===== src/rtl/aes_pkg.sv =====
// Shared types, round constants and the S-box for the AES-128 key schedule.
package aes_pkg;

  typedef logic [0:31]  aes_word_t;
  typedef logic [0:127] aes_block_t;

  typedef enum logic [1:0] {
    ST_IDLE   = 2'd0,
    ST_EXPAND = 2'd1,
    ST_DONE   = 2'd2
  } aes_ks_state_t;

  // Entry 0 is unused: round key n is produced with RCON[n].
  localparam logic [7:0] RCON [0:10] = '{
    8'h00, 8'h01, 8'h02, 8'h04, 8'h08, 8'h10, 8'h20, 8'h40, 8'h80, 8'h1b, 8'h36
  };

  localparam logic [7:0] SBOX [0:255] = '{
    8'h63,8'h7c,8'h77,8'h7b,8'hf2,8'h6b,8'h6f,8'hc5,8'h30,8'h01,8'h67,8'h2b,8'hfe,8'hd7,8'hab,8'h76,
    8'hca,8'h82,8'hc9,8'h7d,8'hfa,8'h59,8'h47,8'hf0,8'had,8'hd4,8'ha2,8'haf,8'h9c,8'ha4,8'h72,8'hc0,
    8'hb7,8'hfd,8'h93,8'h26,8'h36,8'h3f,8'hf7,8'hcc,8'h34,8'ha5,8'he5,8'hf1,8'h71,8'hd8,8'h31,8'h15,
    8'h04,8'hc7,8'h23,8'hc3,8'h18,8'h96,8'h05,8'h9a,8'h07,8'h12,8'h80,8'he2,8'heb,8'h27,8'hb2,8'h75,
    8'h09,8'h83,8'h2c,8'h1a,8'h1b,8'h6e,8'h5a,8'ha0,8'h52,8'h3b,8'hd6,8'hb3,8'h29,8'he3,8'h2f,8'h84,
    8'h53,8'hd1,8'h00,8'hed,8'h20,8'hfc,8'hb1,8'h5b,8'h6a,8'hcb,8'hbe,8'h39,8'h4a,8'h4c,8'h58,8'hcf,
    8'hd0,8'hef,8'haa,8'hfb,8'h43,8'h4d,8'h33,8'h85,8'h45,8'hf9,8'h02,8'h7f,8'h50,8'h3c,8'h9f,8'ha8,
    8'h51,8'ha3,8'h40,8'h8f,8'h92,8'h9d,8'h38,8'hf5,8'hbc,8'hb6,8'hda,8'h21,8'h10,8'hff,8'hf3,8'hd2,
    8'hcd,8'h0c,8'h13,8'hec,8'h5f,8'h97,8'h44,8'h17,8'hc4,8'ha7,8'h7e,8'h3d,8'h64,8'h5d,8'h19,8'h73,
    8'h60,8'h81,8'h4f,8'hdc,8'h22,8'h2a,8'h90,8'h88,8'h46,8'hee,8'hb8,8'h14,8'hde,8'h5e,8'h0b,8'hdb,
    8'he0,8'h32,8'h3a,8'h0a,8'h49,8'h06,8'h24,8'h5c,8'hc2,8'hd3,8'hac,8'h62,8'h91,8'h95,8'he4,8'h79,
    8'he7,8'hc8,8'h37,8'h6d,8'h8d,8'hd5,8'h4e,8'ha9,8'h6c,8'h56,8'hf4,8'hea,8'h65,8'h7a,8'hae,8'h08,
    8'hba,8'h78,8'h25,8'h2e,8'h1c,8'ha6,8'hb4,8'hc6,8'he8,8'hdd,8'h74,8'h1f,8'h4b,8'hbd,8'h8b,8'h8a,
    8'h70,8'h3e,8'hb5,8'h66,8'h48,8'h03,8'hf6,8'h0e,8'h61,8'h35,8'h57,8'hb9,8'h86,8'hc1,8'h1d,8'h9e,
    8'he1,8'hf8,8'h98,8'h11,8'h69,8'hd9,8'h8e,8'h94,8'h9b,8'h1e,8'h87,8'he9,8'hce,8'h55,8'h28,8'hdf,
    8'h8c,8'ha1,8'h89,8'h0d,8'hbf,8'he6,8'h42,8'h68,8'h41,8'h99,8'h2d,8'h0f,8'hb0,8'h54,8'hbb,8'h16
  };

  function automatic logic [7:0] sbox(input logic [7:0] x);
    return SBOX[x];
  endfunction

endpackage


===== src/rtl/aes_key_step.sv =====
// One AES-128 key-expansion round, purely combinational.
module aes_key_step
  import aes_pkg::*;
(
  input  aes_block_t i_prev,
  input  logic [7:0] i_rcon,
  output aes_block_t o_next
);

  aes_word_t w_w0, w_w1, w_w2, w_w3, w_t;
  aes_word_t w_n0, w_n1, w_n2, w_n3;

  assign w_w0 = i_prev[0:31];
  assign w_w1 = i_prev[32:63];
  assign w_w2 = i_prev[64:95];
  assign w_w3 = i_prev[96:127];

  // SubWord(RotWord(w3)): bytes rotate left by one before substitution.
  assign w_t = {sbox(w_w3[8:15]), sbox(w_w3[16:23]), sbox(w_w3[24:31]), sbox(w_w3[0:7])}
               ^ {i_rcon, 24'h0};

  assign w_n0 = w_w0 ^ w_t;
  assign w_n1 = w_w1 ^ w_n0;
  assign w_n2 = w_w2 ^ w_n1;
  assign w_n3 = w_w3 ^ w_n2;

  assign o_next = {w_n0, w_n1, w_n2, w_n3};

endmodule


===== src/rtl/aes_key_sched_ctrl.sv =====
// Iterative AES-128 key-schedule controller: one round key per clock,
// all 11 keys held in a register file and read by index or as a flat bus.
// Optional build macro AES_KEY_CACHE_EN: re-accepting the key already
// expanded (while in DONE) completes the handshake without re-expanding.
module aes_key_sched_ctrl
  import aes_pkg::*;
#(
  parameter int NROUNDS = 10
) (
  input  logic                           clk,
  input  logic                           n_rst,
  input  logic                           key_valid,
  input  logic [0:127]                   key,
  output logic                           key_ready,
  output logic                           busy,
  output logic                           sched_valid,
  input  logic [3:0]                     rk_idx,
  output logic [0:127]                   rk,
  output logic [0:128*(NROUNDS+1)-1]     schedule
);

  localparam logic [3:0] LAST = 4'(NROUNDS);

  aes_ks_state_t r_state, w_state_nxt;
  logic [3:0]    r_cnt;
  aes_block_t    r_rk [0:NROUNDS];
  logic          r_sched_valid;

  logic          w_accept, w_hit, w_start, w_last;
  logic [3:0]    w_prev_idx;
  aes_block_t    w_step_in, w_step_out;
  logic [7:0]    w_rcon;

  assign w_accept = key_valid & key_ready;
`ifdef AES_KEY_CACHE_EN
  assign w_hit = (r_state == ST_DONE) && (key == r_rk[0]);
`else
  assign w_hit = 1'b0;
`endif
  assign w_start    = w_accept & ~w_hit;
  assign w_last     = (r_cnt == LAST);
  assign w_prev_idx = r_cnt - 4'd1;

  // Feed the step unit from the previous round key; zero outside the valid range.
  always_comb begin
    w_step_in = '0;
    w_rcon    = 8'h00;
    if (r_cnt >= 4'd1 && r_cnt <= LAST) begin
      w_step_in = r_rk[w_prev_idx];
      w_rcon    = RCON[r_cnt];
    end
  end

  aes_key_step u_step (
    .i_prev (w_step_in),
    .i_rcon (w_rcon),
    .o_next (w_step_out)
  );

  // State register.
  always_ff @(posedge clk or negedge n_rst) begin
    if (!n_rst) r_state <= ST_IDLE;
    else        r_state <= w_state_nxt;
  end

  // Next-state logic.
  always_comb begin
    w_state_nxt = r_state;
    case (r_state)
      ST_IDLE:   if (w_start) w_state_nxt = ST_EXPAND;
      ST_EXPAND: if (w_last)  w_state_nxt = ST_DONE;
      ST_DONE:   if (w_start) w_state_nxt = ST_EXPAND;
      default:   w_state_nxt = ST_IDLE;
    endcase
  end

  // State-decoded outputs.
  always_comb begin
    key_ready = (r_state != ST_EXPAND);
    busy      = (r_state == ST_EXPAND);
  end

  // Round counter, register file and schedule-valid flag.
  always_ff @(posedge clk or negedge n_rst) begin
    if (!n_rst) begin
      r_cnt         <= '0;
      r_sched_valid <= 1'b0;
      for (int i = 0; i <= NROUNDS; i++) r_rk[i] <= '0;
    end else if (w_start) begin
      r_rk[0]       <= key;
      r_cnt         <= 4'd1;
      r_sched_valid <= 1'b0;
    end else if (r_state == ST_EXPAND) begin
      r_rk[r_cnt]   <= w_step_out;
      r_cnt         <= r_cnt + 4'd1;
      if (w_last) r_sched_valid <= 1'b1;
    end
  end

  assign sched_valid = r_sched_valid;

  // Indexed read; out-of-range indices read as zero.
  always_comb begin
    rk = '0;
    if (rk_idx <= LAST) rk = r_rk[rk_idx];
  end

  for (genvar g = 0; g <= NROUNDS; g++) begin : g_sched
    assign schedule[g*128 +: 128] = r_rk[g];
  end

endmodule


===== config.mk =====
export PLATFORM = sky130hd
export DESIGN_NAME = aes_key_sched_ctrl
export DESIGN_NICKNAME = d
export VERILOG_FILES = /design/src/rtl/aes_pkg.sv /design/src/rtl/aes_key_step.sv /design/src/rtl/aes_key_sched_ctrl.sv
export SDC_FILE = /design/constraint.sdc
export NUM_CORES = 2
export LEC_CHECK = 0
export BUFFER_PORTS_ARGS = -buffer_cell sky130_fd_sc_hd__buf_2
export CORE_AREA = 2 2 653 655
export CTS_CLUSTER_DIAMETER = 100
export DETAILED_ROUTE_END_ITERATION = 7
export DIE_AREA = 0 0 655 657
export GPL_ROUTABILITY_DRIVEN = 0
export PLACE_DENSITY = 0.43
export SLEW_MARGIN = 25
export SYNTH_ARGS = -nofsm -noshare
export SYNTH_HDL_FRONTEND = slang
export SYNTH_SLANG_ARGS = --single-unit

===== constraint.sdc =====
create_clock -name clk -period 7.33 [get_ports clk]
set_input_delay 1.466 -clock clk [delete_from_list [all_inputs] [get_ports clk]]
set_output_delay 1.466 -clock clk [all_outputs]
set_load 0.01 [all_outputs]

==> impl_metrics.ini <==
[detailed_routing]
ant_nets = 0
avgViaCountPerCell = 5.56
first_pass_iters = 8
vias = 94800
wl_per_cell_um = 39.5
drt_iter0_drc = 13200
drc_errors = 6
wirelength_um = 673000

[cells_and_area]
stdcell_area_sq_um = 114000
syn_to_final_growth_pct = 24.9
nets = 11400
drive_gt1_share_pct = 29.6
multi_input_area_sq_um = 51600
fillers = 45700
seq_area_sq_um = 35400
final-instance-count-excl-fill = 17000

[outcome]
violations = design-rule violations
outcome = complete, but fails checks

[floorplanning]
io_pins = 1674
initial_core_util_pct = 21.6
fp.dieW_um = 655
rows = 239
die_h_um = 657
die_area_sq_um = 430000
coreArea_sq_um = 423000

[synthesis]
syn_area_per_cell_sq_um = 9.21
yosys.area.top_type = dfrtp_1
syn_area_sq_um = 91200
yosysSeqAreaShare_pct = 38.8
ys.flop_type = dfrtp_1
yosysUniqueCellTypes = 123
ys_warn_count = 0
synthesis.nets = 10100
netlist.area_leader.share_pct = 38.8
async_flop_share_pct = 100
ys_top_cells_by_area = dfrtp_1 (39%), mux4_2 (13%), nand2_1 (7.9%)
synth_edf_count = 0
synth-seq-cells = 1415
syn_inst = 9903

[clocking]
holdBufCountCts = 0
post_cts_buffers = 0
cts_buffer_depth = 4
clkTransAtPathRegs_ps = 60
clockRootBuffer = clkbuf_16
clk-insertion-delay-late_ps = 950
tritoncts = built
cts-resized-gates = 0
cts_made_buffers = 189
cts.sinks = 1415
h-tree-depth = 4

[worst_hold_path]
min_path_type = in -> async

[worst_setup_path]
crit_arrival_ps = 7780
end_kind = flip-flop
critPathKind = reg -> reg
cp_max_fo = 25
reg2reg_depth = 21
cp-start-kind = flip-flop
required_ps = 8080

[timing]
drv_slew = 0
setup_tns_ps = 0
post-route-period-util_pct = 95.9
rsz0062_at_grt = false
hold_viol_final = 0
fin_crit_ps = 7030
relSlewSlack_pct = 19.1
fmax_mhz = 142
finalSetupViolCount = 0
clock_skew_ps = 99.8
worst_slew_pin_slew_ps = 1210

[placement]
port_buffers = 1673
placed_cells = 16700
placed_area_sq_um = 107000
detailed_place_hpwl_um = 502000

[global_routing]
antenna_found_initial = 46
first_global_vias = 88500
grt_max_degree = 151
grt_pass1_wl_um = 886000
grt_remaining_overflow = 0
grtUsageTotal_pct = 30.1

[run]
maxCapViolCount = 0
layout make-up:
type	count	share of cell area (%)
antenna	39	0.0857
clock buffer	264	4.82
clock inverter	73	0.841
inverter	42	0.143
multi-input combinational	7345	45.3
sequential	1415	31.1
tap	5663	6.22
timing repair buffer	2189	11.5
cells in the mapped netlist (all sizes together) (18+ instances only):
cell type     n
o21ai      1641
dfrtp      1415
a2111oi      18
nand3       125
o221ai       44
nor2        448
nor4         31
a221oi       77
inv          40
ha           50
and3         18
mux2         76
mux4        509
o211ai      136
a22oi       160
a31oi        93
buf         461
o31ai        56
a211oi       91
nand4        43
mux2i       357
xnor2       161
o32ai        30
o22ai       197
nor3        179
o2111ai      23
xor2         41
clkbuf      640
a311oi       31
o311ai       39
a21oi       485
nand2      1917
routing by layer:
metal	global-route usage (%)	wire length, um	vias to the layer above
li1	-	-	39100
met1	35.9	253000	48100
met2	45.5	292000	6034
met3	11.1	73000	1507
met4	19.5	55500	20
met5	0.582	628	-
logic make-up (layout without fill, tap and decap cells):
family | Yosys count | count (layout) | synth area share [%]
compound gates | 3307 | 3307 | 22.1
xor+xnor | 203 | 203 | 2.15
fa+ha+maj | 51 | 51 | 0.697
buf+inv | 1143 | 2568 | 5.76
flops | 1415 | 1415 | 38.8
mux | 942 | 942 | 17.5
other cells | 0 | 39 | 0
simple gates | 2842 | 2842 | 13.0
registers in the layout, indices dropped and copies added, names as in the netlist:
signal,count
r_state,2
schedule,1408
sched_valid,1
r_cnt,4
critical path, stage by stage (launching register included):
cell,delay [ps]
dfrtp_4,570
inv_6,60
ha_4,280
buf_12,250
buf_4,430
mux2i_1,290
o2bb2ai_1,160
a21oi_1,550
nor3_4,110
buf_4,270
ha_1,430
nor3_1,840
o32a_1,330
a21oi_1,80
o21ai_0,350
a31oi_1,280
xor2_1,240
nand2_1,110
nand2_1,420
xnor2_1,410
buf_4,280
o21ai_0,120
metrics by stage:
step	utilization (%)	setup slack (ps)	hold slack [ps]
floorplan	-	771	509
global placement	25.3	278	492
detailed placement	25.4	215	490
CTS	26.9	202	430
global route	26.9	95.4	387
finish	26.9	302	389
placed cells by master, fill, tap and decap left out, types with 91 or more instances in the layout:
master     netlist  layout
nor3_1         163     159
o211ai_1       134     134
mux2i_1        354     352
nand2_1       1912    1911
o21ai_1        288     306
a31oi_1         91      91
xnor2_1        142      99
dfrtp_1       1415    1414
nor2_1         440     433
buf_4           65     455
a22oi_1        160     159
o22ai_1        189     185
buf_2          261    1668
a21oi_1        481     478
o21ai_0       1349    1326
mux4_2         509     509
clkbuf_16        0     192
nand3_1        122     111
final timing paths:
kind	start	end	slack, ps
worst max-delay path	r_cnt[0]$_DFFE_PN0P_	schedule[1321]$_DFFE_PN0P_	300
worst min-delay path	n_rst	schedule[1068]$_DFFE_PN0P_	390
worst max register to register	r_cnt[0]$_DFFE_PN0P_	schedule[1321]$_DFFE_PN0P_	300
worst min register to register	sched_valid$_DFFE_PN0P_	sched_valid$_DFFE_PN0P_	510
max in group asynchronous	n_rst	schedule[1229]$_DFFE_PN0P_	5030
min in group clk	sched_valid$_DFFE_PN0P_	sched_valid$_DFFE_PN0P_	510
Power is not shown: default switching activity piles up to over one toggle a cycle in this logic, so the estimate is an artifact.
